===== src/rtl/store_drain_buffer.sv =====
// Captures core stores that hit an address window into a first-word-fall-through
// FIFO and presents them, oldest first, on a valid/ready drain port.
module store_drain_buffer #(
   parameter int          DEPTH    = 8,
   parameter logic [31:0] WIN_BASE = 32'h0000_1000,
   parameter logic [31:0] WIN_MASK = 32'hFFFF_F000
) (
   input  logic                       clk,
   input  logic                       reset,
   input  logic                       MemWrite,
   input  logic [31:0]                ALUResult,
   input  logic [31:0]                WriteData,
   output logic                       out_valid,
   input  logic                       out_ready,
   output logic [31:0]                out_addr,
   output logic [31:0]                out_data,
   output logic                       full,
   output logic                       empty,
   output logic [$clog2(DEPTH+1)-1:0] count,
   output logic                       overflow,
   input  logic                       clr_overflow
);

   localparam int PW = (DEPTH > 1) ? $clog2(DEPTH) : 1;
   localparam int CW = $clog2(DEPTH + 1);
   localparam logic [PW-1:0] PTR_ONE  = PW'(1);
   localparam logic [CW-1:0] CNT_ONE  = CW'(1);
   localparam logic [CW-1:0] CNT_FULL = CW'(DEPTH);

   logic [63:0]   mem [DEPTH];
   logic [PW-1:0] rd_ptr;
   logic [PW-1:0] wr_ptr;
   logic          in_win;
   logic          push;
   logic          pop;
   logic          drop;

   assign in_win = (ALUResult & WIN_MASK) == (WIN_BASE & WIN_MASK);
   assign full   = (count == CNT_FULL);
   assign empty  = (count == '0);

   assign out_valid = !empty;
   assign pop       = out_valid && out_ready;
   // A pop in the same cycle frees the slot, so a full buffer can still accept.
   assign push      = MemWrite && in_win && (!full || pop);
   assign drop      = MemWrite && in_win && full && !pop;

   assign out_addr = out_valid ? mem[rd_ptr][63:32] : 32'h0;
   assign out_data = out_valid ? mem[rd_ptr][31:0]  : 32'h0;

   // NOTE: storage is deliberately left out of reset; count gates every read,
   // so stale contents are never visible and the array can map to plain RAM.
   always_ff @(posedge clk) begin
      if (push) mem[wr_ptr] <= {ALUResult, WriteData};
   end

   always_ff @(posedge clk) begin
      if (!reset) begin
         rd_ptr   <= '0;
         wr_ptr   <= '0;
         count    <= '0;
         overflow <= 1'b0;
      end else begin
         if (push) wr_ptr <= wr_ptr + PTR_ONE;
         if (pop)  rd_ptr <= rd_ptr + PTR_ONE;
         case ({push, pop})
            2'b10:   count <= count + CNT_ONE;
            2'b01:   count <= count - CNT_ONE;
            default: count <= count;
         endcase
         // A drop in the same cycle outranks a clear request.
         if (drop)              overflow <= 1'b1;
         else if (clr_overflow) overflow <= 1'b0;
      end
   end

endmodule

===== config.mk =====
export PLATFORM = sky130hd
export DESIGN_NAME = store_drain_buffer
export DESIGN_NICKNAME = d
export VERILOG_FILES = /design/src/rtl/store_drain_buffer.sv
export SDC_FILE = /design/constraint.sdc
export NUM_CORES = 1
export LEC_CHECK = 0
export CAP_MARGIN = 20
export CORE_ASPECT_RATIO = 2
export CORE_MARGIN = 8
export CORE_UTILIZATION = 35
export DETAILED_ROUTE_END_ITERATION = 16
export MAX_ROUTING_LAYER = met4
export PLACE_DENSITY = 0.53
export REMOVE_ABC_BUFFERS = 1
export SETUP_SLACK_MARGIN = 0.05
export SLEW_MARGIN = 0
export SYNTH_ARGS = -nofsm -noshare
export SYNTH_HDL_FRONTEND = slang
export SYNTH_SLANG_ARGS = --single-unit

===== constraint.sdc =====
create_clock -name clk -period 9 [get_ports clk]
set_input_delay 1.8 -clock clk [delete_from_list [all_inputs] [get_ports clk]]
set_output_delay 1.8 -clock clk [all_outputs]
set_load 0.02 [all_outputs]

==> results of run 1 <==
-- flip-flops by register name (all words and copies together), names as in the netlist, named ones only --
name / flops
overflow: 1
count: 4
wr_ptr: 3
rd_ptr: 3
mem: 512
-- per-layer routing --
metal	vias to the layer above	wire length (microns)	track usage, %
met5	-	0	-
met2	193	23400	24.2
met3	62	1750	2.24
li1	4034	-	-
met4	0	1100	4.40
met1	4815	17400	15.9
-- worst paths after layout --
kind | to | slack [ns] | cells past startpoint
max | out_data[7] | 3.41 | 5
min | flop | 0.50 | 2
max reg2reg | mem[7][54]$_DFFE_PP_ | 5.86 | 6
min reg2reg | flop | 0.50 | 2
-- worst max-delay path, delay by kind of cell (launching register included) --
kind	cells	cell delay [ns]
AND/OR/NAND/NOR	1	0.08
buffers and inverters	2	1.18
flip-flops	1	0.79
multiplexers	2	0.97
-- final cells by class --
type | instances | area (sq um) | share of cell area (%)
Sequential cell | 526 | 15700 | 65.7
Multi-Input combinational cell | 324 | 4310 | 18.0
Timing Repair Buffer | 159 | 1560 | 6.52
Clock buffer | 60 | 1220 | 5.13
Tap cell | 756 | 946 | 3.96
Clock inverter | 17 | 139 | 0.582
Inverter | 4 | 16.3 | 0.0682
Antenna cell | 3 | 7.51 | 0.0315
-- cell families (layout without fill, tap and decap cells) --
logic type | count (synthesis) | count (layout)
compound gates | 7 | 7
xor+xnor | 5 | 5
fa+ha+maj | 5 | 5
buf+inv | 49 | 240
flops | 526 | 526
mux | 197 | 197
other cells | 0 | 3
simple gates | 110 | 110
-- synthesized netlist by cell type, types with 2 or more instances --
cell / n
mux2i_1: 69
edfxtp_1: 512
ha_1: 4
and2_1: 5
nor4_1: 3
clkbuf_1: 17
a21oi_1: 2
xnor2_1: 3
nand2_1: 12
buf_1: 9
xor2_1: 2
dfxtp_1: 14
mux4_2: 128
nor4b_1: 2
buf_2: 19
nor2b_1: 3
nor3b_1: 4
inv_1: 3
nor3_1: 3
nand2b_1: 3
nor2_1: 68
-- cells in the final DEF (no fill, tap or decap), types with 3 or more instances in the layout --
master | Yosys | routed
nand2b_1 | 3 | 3
clkinv_2 | 0 | 9
dfxtp_1 | 14 | 11
clkinv_1 | 0 | 5
nand2_1 | 12 | 12
dfxtp_4 | 0 | 3
clkbuf_16 | 0 | 47
buf_4 | 0 | 18
nor4_1 | 3 | 3
ha_1 | 4 | 4
and2_1 | 5 | 5
diode_2 | 0 | 3
xnor2_1 | 3 | 3
clkdlybuf4s50_1 | 0 | 140
mux2i_1 | 69 | 69
nor2b_1 | 3 | 3
mux4_2 | 128 | 128
edfxtp_1 | 512 | 512
nor3b_2 | 0 | 4
clkbuf_1 | 17 | 13
nor2_1 | 68 | 66
-- metrics by stage --
step	setup slack (ns)	instances	area (sq um)	util, %	hold WS (ns)
CTS	3.19	1846	23900	41.9	0.509
global route	3.13	1848	23900	41.9	0.529
finish	3.41	1849	23900	41.9	0.505
floorplan	0.844	854	19900	-	0.467
detailed placement	2.82	1769	22500	39.5	0.499
global placement	2.84	1769	22500	39.5	0.473
-- power breakdown --
part | total, mW | switching [mW] | internal (mW)
sequential | 2.68 | 0.00000374 | 2.68
combinational | 0.0634 | 0.0363 | 0.0271
clock | 1.85 | 0.833 | 1.01
==> key figures, run 1 <==
Status
  – Status: completed

Job
  – Number of max-cap violations: 0

Synth
  – Ys flop type: edfxtp_1
  – Largest family of logic cells by synthesized area: multiplexers
  – Unique masters post-synth: 35
  – YS warnings: 0
  – Async SR Flop Fraction: 0%
  – Seq/Total Area, Yosys: 77.8%
  – Synth Instances: roughly 900
  – Multiplexer area fraction after synthesis: around 18%
  – XOR/XNOR Fraction of Synth Area: less than 1%
  – Synth Area in Adders: 0.348%
  – Synth Register Bits: approximately 530
  – Syn avg cell area: between 20 and 25 sq um
  – Synth top area share: between 70% and 80%
  – Post-synth EDFFs: 512
  – Compound-Gate Fraction of Synth Area: less than 1%
  – Synth area leader: edfxtp_1
  – Synth Area in Simple Gates: roughly 2.6%
  – Top cells by area, synth: edfxtp_1 76%, mux4_2 14%, mux2i_1 3.4%
  – Mapped cell area: between 20,000 and 25,000 sq um

Global route
  – GRT overflow: 0
  – Largest net degree at the start of global routing: 98
  – Overall fraction of global-route tracks in use: ~14%
  – Initial antenna violation count: 2
  – Vias in the first global route: around 10,000
  – Global-route wire length before repair: roughly 65 mm

Detailed routing
  – ANT nets after route: 0
  – Initial DRC Count: 572
  – Wire per inst: between 20 and 25 microns
  – Vias per Instance: roughly 4.9
  – DR pass1 iterations: 4
  – Residual DRC: 0
  – Final WL: 43.6 mm
  – Via Count: between 9,000 and 10,000

Timing
  – Final setup viols: 0
  – Max Clk Rate: 179 MHz
  – Slew headroom: 26.9%
  – Sum Neg Setup Slack: 0 ns
  – Max Slew Vio Count: 0
  – Fin crit share: between 60% and 70%
  – Actual slew at the worst max-slew pin: around 1.1 ns
  – Final hold viol count: 0
  – RSZ-0062 raised after global routing: no
  – Min Clock Period, post-route: between 5 and 6 ns
  – Clock skew: ~0.016 ns

CTS
  – Max clock buf depth: 3
  – CTS Hold Bufs: 0
  – Skew-Pair Late Insertion Delay: ~0.57 ns
  – Post-CTS setup buffers: 0
  – CTS Sinks: between 500 and 600
  – H-tree levels: 2
  – Gates resized, CTS repair: 0
  – Root Buffer: clkbuf_16
  – CTS Buf Count: between 40 and 50
  – CTS tree: built
  – Clock Pin Slew Worst Setup and Hold Paths: around 0.07 ns

Placed design
  – Placer Congestion: about 0.67
  – Count of input and output buffers: 140
  – Hpwl dp: roughly 25 mm

Pwr
  – Leakage power: between 7 and 8 nW
  – Pwr Total: roughly 4.6 mW
  – Power Dens Cells: between 150 and 200 nW/um^2
  – Worst VDD drop: ~0.12 mV

Worst setup path
  – CP startpoint kind: flop
  – Critical Path RT: just over 7 ns
  – Reg2reg start: count[1]$_SDFFE_PN0P_
  – CP max stage cell: dfxtp_4
  – CP Max Fanout: between 90 and 100
  – Worst Path Class, Setup: flop to output port
  – Critical Path AT: approximately 3.8 ns
  – Max incr delay on CP: just under 0.8 ns
  – Setup crit end kind: output port
  – Worst path cell trace: buf_12 > mux4_2 > mux2i_1 > nor2_1 > clkdlybuf4s50_1

Finish
  – Nets: between 1,000 and 1,500
  – Share of cells above drive strength 1: between 20% and 30%
  – Fillers: about 5,000
  – Area growth syn-to-layout: 18.6%

Min path
  – HP Class: flop to flop
  – Worst hold start: rd_ptr[1]$_SDFFE_PN0N_

Floorplan
  – Die width: around 190 microns
  – Num ports: roughly 140
  – Die Ht: between 300 and 400 microns
  – Site Rows: roughly 120
  – Core outline area: around 57,000 sq um
  – Starting Density: between 30% and 40%
  – Die footprint: 65,900 sq um
Power figures use the tool's default switching activity.
==> inputs of run 2 (changes only) <==
Settings changed: PLACE_DENSITY 0.53 to 0.55.
Clock period 9 ns to 5 ns, I/O delays scaled along.
==> run 2 against run 1 <==
Cell count up 1.0%. Global-route usage is 0.35 points higher. Register-to-register slack got worse by 3.4 ns. Combinational power is 85% higher. Clock power is 83% higher. Die area stayed put. Clock skew up 0.011 ns. Utilization up 0.50 points. Sequential share of layout area down 0.78 points. Sequential cell count unchanged. Via count is 2.5% higher.
==> key figures, run 2 (synthesized netlist as in run 1, its figures left out) <==
Status
  – Status: completed

Pwr
  – Switch share: between 10% and 20%
  – Leakage power: about 7.2 nW
  – NetSw: around 1.6 mW
  – Worst VDD drop: between 0.2 and 0.3 mV
  – Power Dens Cells: 345 nW/um^2
  – Clock Power Share: just over 40%
  – Combinational power share: under 10%
  – Int Power: about 6.7 mW
  – Sequential share of power: 58.0%

Worst setup path
  – Crit-path most repeated cell: buf_4
  – Worst path cell trace: buf_4 > buf_4 > mux4_2 > mux2i_1 > nor2_1 > clkdlybuf4s50_1
  – CP startpoint kind: flop
  – Critical Path AT: about 3.4 ns
  – Crit. path cell count: 6
  – CP max stage cell: dfxtp_4
  – Setup crit end kind: output port
  – Worst Path Class, Setup: flop to output port
  – R2R depth: 10
  – Max incr delay on CP: between 0.7 and 0.8 ns
  – Crit path buffers/inverters: 3
  – Critical Path RT: roughly 4.0 ns
  – CP Max Fanout: 23
  – Crit-path leading delay family: buffers and inverters

Detailed routing
  – Initial DRC Count: ~540
  – Final WL: 44.9 mm
  – Wire per inst: around 24 microns
  – Via Count: roughly 9,300
  – Residual DRC: 0
  – Vias per Instance: ~5
  – DR pass1 iterations: 4
  – ANT nets after route: 0

Floorplan
  – Die footprint: about 66,000 sq um
  – Core outline area: roughly 57,000 sq um
  – Num ports: between 100 and 150
  – Starting Density: 35.3%
  – Site Rows: ~120
  – Die Ht: around 360 microns
  – Die width: approximately 190 microns

Min path
  – Hold path cells: 2
  – HP Class: flop to flop

Finish
  – Share of cells above drive strength 1: a little over a fifth
  – Nets: ~1,100
  – Post-route non-filler standard cell count: approximately 1,900
  – Most flops, register: mem
  – Post-route cell area: approximately 24,000 sq um
  – Commonest non-fill, non-tap cells in the layout: 512 x edfxtp_1, 140 x clkdlybuf4s50_1, 128 x mux4_2
  – Fin util: 42.4%
  – Max reg flops: 512
  – Area growth syn-to-layout: 20.0%
  – Most common cell after layout, fill and taps aside: edfxtp_1
  – Largest regs: mem: 512 flops, count: 4 flops

CTS
  – Clock Pin Slew Worst Setup and Hold Paths: approximately 0.060 ns
  – Root Buffer: clkbuf_16
  – CTS Sinks: 526
  – CTS tree: built
  – Gates resized, CTS repair: 0
  – Max clock buf depth: 3
  – H-tree levels: 2
  – Skew-Pair Late Insertion Delay: about 0.58 ns
  – Post-CTS setup buffers: 0
  – CTS Hold Bufs: 0
  – CTS Buf Count: 46

Placed design
  – Placed cells: between 1,500 and 2,000
  – Count of input and output buffers: 140
  – Placement Cell Area: between 20,000 and 25,000 sq um
  – Hpwl dp: 27.1 mm
  – Dpl ws: 0.635 ns
  – Placer Congestion: 0.708

Global route
  – GRT overflow: 0
  – Initial antenna violation count: 4
  – Vias in the first global route: around 10,000
  – Global-route wire length before repair: between 60 and 70 mm
  – Overall fraction of global-route tracks in use: between 10% and 20%
  – Largest net degree at the start of global routing: 50

Job
  – Number of max-cap violations: 0

Timing
  – Actual slew at the worst max-slew pin: ~0.93 ns
  – Min Clock Period, post-route: around 4.3 ns
  – Max Clk Rate: between 200 and 250 MHz
  – Fin crit share: between 80% and 90%
  – Final WS setup: 0.653 ns
  – Max Slew Vio Count: 0
  – Final hold viol count: 0
  – Final setup viols: 0
  – Slew headroom: a little under two fifths
  – RSZ-0062 raised after global routing: no
  – Clock skew: 0.0266 ns
  – Hold_ws: 0.505 ns
[run 2: changes by cell type in the layout (fill, tap and decap cells not counted), sizes merged]
| cell | change |
|---|---|
| buf | +11 |
| clkinvlp | +3 |
| clkinv | +7 |
| inv | -2 |
| clkbuf | -1 |
| diode | +1 |
[run 2: through the flow]
stage | total power [mW] | TNS (ns)
after CTS | 8.44 | 0
after detailed placement | 5.04 | 0
after global routing | 8.58 | 0
after global placement | 5.04 | 0
after floorplan | 4.93 | -1000.04
final | 8.33 | 0
[run 2: worst min-delay path: stages (launching register included)]
cell and delay [ns]:
dfxtp_1 0.31, nand2_1 0.05, a21boi_0 0.09
[run 2: routing by layer]
layer  track usage [%]  part of all wire, %
met2              25.5                   55
met5                 -                    0
met1              16.0                   40
met3              2.13                  3.8
met4              3.95                  2.1
[run 2: layout make-up]
class / count / area (sq um)
clock inverter: 25 / 194
sequential: 526 / 15700
multi-input combinational: 324 / 4310
clock buffer: 59 / 1220
inverter: 4 / 16.3
fill: 5020 / 32800
tap: 756 / 946
antenna: 4 / 10.0
timing repair buffer: 170 / 1790
[run 2: worst paths after layout]
path / to / slack [ns] / from
setup / recovery: out_data[1] / 0.65 / flop
hold / removal: flop / 0.50 / rd_ptr[1]$_SDFFE_PN0N_
setup reg to reg: count[3]$_SDFFE_PN0P_ / 2.50 / count[0]$_SDFFE_PN0P_
hold reg to reg: flop / 0.50 / rd_ptr[1]$_SDFFE_PN0N_
[run 2: power groups by stage]
stage          Clock (mW)  Sequential [mW]  Combinational [mW]
4_1_cts              3.49             4.83               0.120
3_3_place_gp            0             4.92               0.114
6_report             3.38             4.83               0.117
5_1_grt              3.63             4.82               0.127
2_1_floorplan           0             4.93             0.00224
3_5_place_dp            0             4.92               0.119
==> inputs of run 3 (changes only) <==
Settings changed: CORE_MARGIN 8 to 5.
==> run 3 against run 2 <==
Critical endpoint is now out_data[0]. Largest cell class unchanged. Clock skew decreased by 0.018 ns. Total power decreased by 1.3%. Count of clock-buffer cells in the layout decreased by 8. Sequential cell count unchanged. Global-route usage about the same. Combinational power about the same. Design area decreased by 0.16%. Via count decreased by 2.3%. Setup slack improved by 0.29 ns. Largest power group unchanged.
==> key figures, run 3 (synthesized netlist as in run 1, its figures left out) <==
Finish
  – Most common cell after layout, fill and taps aside: edfxtp_1
  – Area of the multi-input gates: roughly 4300 sq um
  – Nets: roughly 1,100
  – Fin util: between 40% and 50%
  – Largest regs: mem: 512 flops, count: 4 flops
  – Post-route non-filler standard cell count: 1,856
  – Commonest non-fill, non-tap cells in the layout: 512 x edfxtp_1, 140 x clkdlybuf4s50_1, 128 x mux4_2
  – Max reg flops: ~510
  – Sequential cell area: 15,700 sq um
  – Share of cells above drive strength 1: between 20% and 30%
  – Area growth syn-to-layout: 19.8%
  – Most flops, register: mem
  – Inserted Diodes: 0
  – Fillers: ~5,100

Timing
  – Actual slew at the worst max-slew pin: around 0.93 ns
  – Fin crit share: about four fifths
  – Final hold viol count: 0
  – Slew headroom: 38.1%
  – RSZ-0062 raised after global routing: no
  – Final setup viols: 0
  – Min Clock Period, post-route: 4.06 ns
  – Clock skew: 0.00832 ns
  – Max Slew Vio Count: 0
  – Max Clk Rate: between 200 and 250 MHz

Floorplan
  – Starting Density: approximately a third
  – Die width: about 180 microns
  – Die Ht: 349 microns
  – Die footprint: roughly 63,000 sq um
  – Site Rows: between 100 and 150
  – Num ports: 141
  – Core outline area: 57,100 sq um

CTS
  – CTS Hold Bufs: 0
  – Clock Pin Slew Worst Setup and Hold Paths: ~0.070 ns
  – H-tree levels: 2
  – CTS Sinks: around 530
  – Gates resized, CTS repair: 0
  – Post-CTS setup buffers: 0
  – CTS tree: built
  – Skew-Pair Late Insertion Delay: 0.56 ns
  – Root Buffer: clkbuf_16
  – Max clock buf depth: 3
  – CTS Buf Count: 44

Worst setup path
  – Worst path cell trace: or4_4 > clkinv_2 > buf_4 > nor2_1 > clkdlybuf4s50_1
  – CP Max Fanout: 31
  – Setup crit end kind: output port
  – CP max stage cell: clkdlybuf4s50_1
  – Critical Path AT: 3.06 ns
  – CP startpoint kind: flop
  – Max incr delay on CP: approximately 0.66 ns
  – Worst Path Class, Setup: flop to output port
  – Critical Path RT: 4.00 ns

Pwr
  – Sequential share of power: roughly three fifths
  – Clock Power Share: around 40%
  – Power Dens Cells: about 340 nW/um^2
  – Combinational power share: 1.4%
  – Switch share: a little under a fifth
  – Leakage power: roughly 7 nW
  – Worst VDD drop: ~0.23 mV
  – Int Power: ~6.7 mW
  – NetSw: around 1.6 mW

Detailed routing
  – Top routing layer in use: met4
  – Wl on met1: ~17 mm
  – Vias per Instance: around 4.9
  – Initial DRC Count: about 640
  – DR pass1 iterations: 5
  – Final WL: around 43 mm
  – Wire per inst: ~23 microns
  – ANT nets after route: 0
  – Routed wl met3: ~1.4 mm
  – Via Count: ~9,100
  – Met2 WL: around 24 mm
  – Residual DRC: 0

Global route
  – Largest net degree at the start of global routing: 49
  – Initial antenna violation count: 0
  – Overall fraction of global-route tracks in use: ~14%
  – Global-route wire length before repair: approximately 65 mm
  – Vias in the first global route: slightly above 10,000
  – GRT overflow: 0

Placed design
  – Hpwl dp: ~26 mm
  – Count of input and output buffers: 140
  – Placed cells: 1,779
  – Placer Congestion: approximately 0.7

Job
  – Number of max-cap violations: 0

Min path
  – HP Class: flop to flop

Status
  – Status: completed
[run 3: changes by cell type in the layout (fill, tap and decap cells not counted)]
cell / before / now
clkinv_2: 6 / 9
clkinvlp_4: 3 / 1
clkinv_1: 12 / 13
buf_12: 13 / 17
clkinv_8: 2 / 0
clkbuf_1: 12 / 6
buf_4: 17 / 12
clkbuf_16: 47 / 45
bufinv_16: 2 / 3
diode_2: 4 / 0
[run 3: area by class of cell]
cell class / instances / area share (%)
clock inverters: 26 / 0.810
flip-flops and latches: 526 / 65.0
inverters: 4 / 0.0675
clock buffers: 51 / 4.76
well taps: 756 / 3.92
repair buffers: 169 / 7.60
multi-input cells: 324 / 17.9
[run 3: routing by layer]
| layer | global-route usage (%) | up-vias |
|---|---|---|
| met5 | - | - |
| met4 | 3.88 | 0 |
| met3 | 1.99 | 56 |
| met1 | 16.3 | 4833 |
| met2 | 25.8 | 186 |
| li1 | - | 4048 |
[run 3: worst max-delay path: cells and delay by family, from the launching register on]
kind | cells | cell delay, ns
buffers and inverters | 3 | 1.61
flip-flops | 1 | 0.45
AND/OR/NAND/NOR | 2 | 0.44
[run 3: worst paths after layout]
kind / startpoint / endpoint / slack, ns / depth (start not counted)
worst max-delay path: count[1]$_SDFFE_PN0P_ / out_data[0] / 0.94 / 5
worst min-delay path: count[3]$_SDFFE_PN0P_ / count[3]$_SDFFE_PN0P_ / 0.52 / 2
worst max register to register: count[0]$_SDFFE_PN0P_ / count[3]$_SDFFE_PN0P_ / 2.56 / 10
worst min register to register: count[3]$_SDFFE_PN0P_ / count[3]$_SDFFE_PN0P_ / 0.52 / 2
[run 3: through the flow]
step	setup TNS, ns	cell area (sq um)	setup WS [ns]	power, mW	hold WS, ns
6_report	0	24100	0.939	8.22	0.516
5_1_grt	0	24100	0.683	8.50	0.535
4_1_cts	0	24100	0.809	8.33	0.517
3_5_place_dp	0	22800	0.553	5.04	0.496
3_3_place_gp	0	22800	0.581	5.04	0.482
2_1_floorplan	-1000.04	19900	-2.36	4.93	0.467
[run 3: power groups by stage]
stage          logic [mW]  clock network, mW  registers, mW
2_1_floorplan     0.00224                  0           4.93
3_3_place_gp        0.113                  0           4.92
3_5_place_dp        0.118                  0           4.92
4_1_cts             0.119               3.39           4.83
5_1_grt             0.125               3.55           4.82
6_report            0.116               3.28           4.83
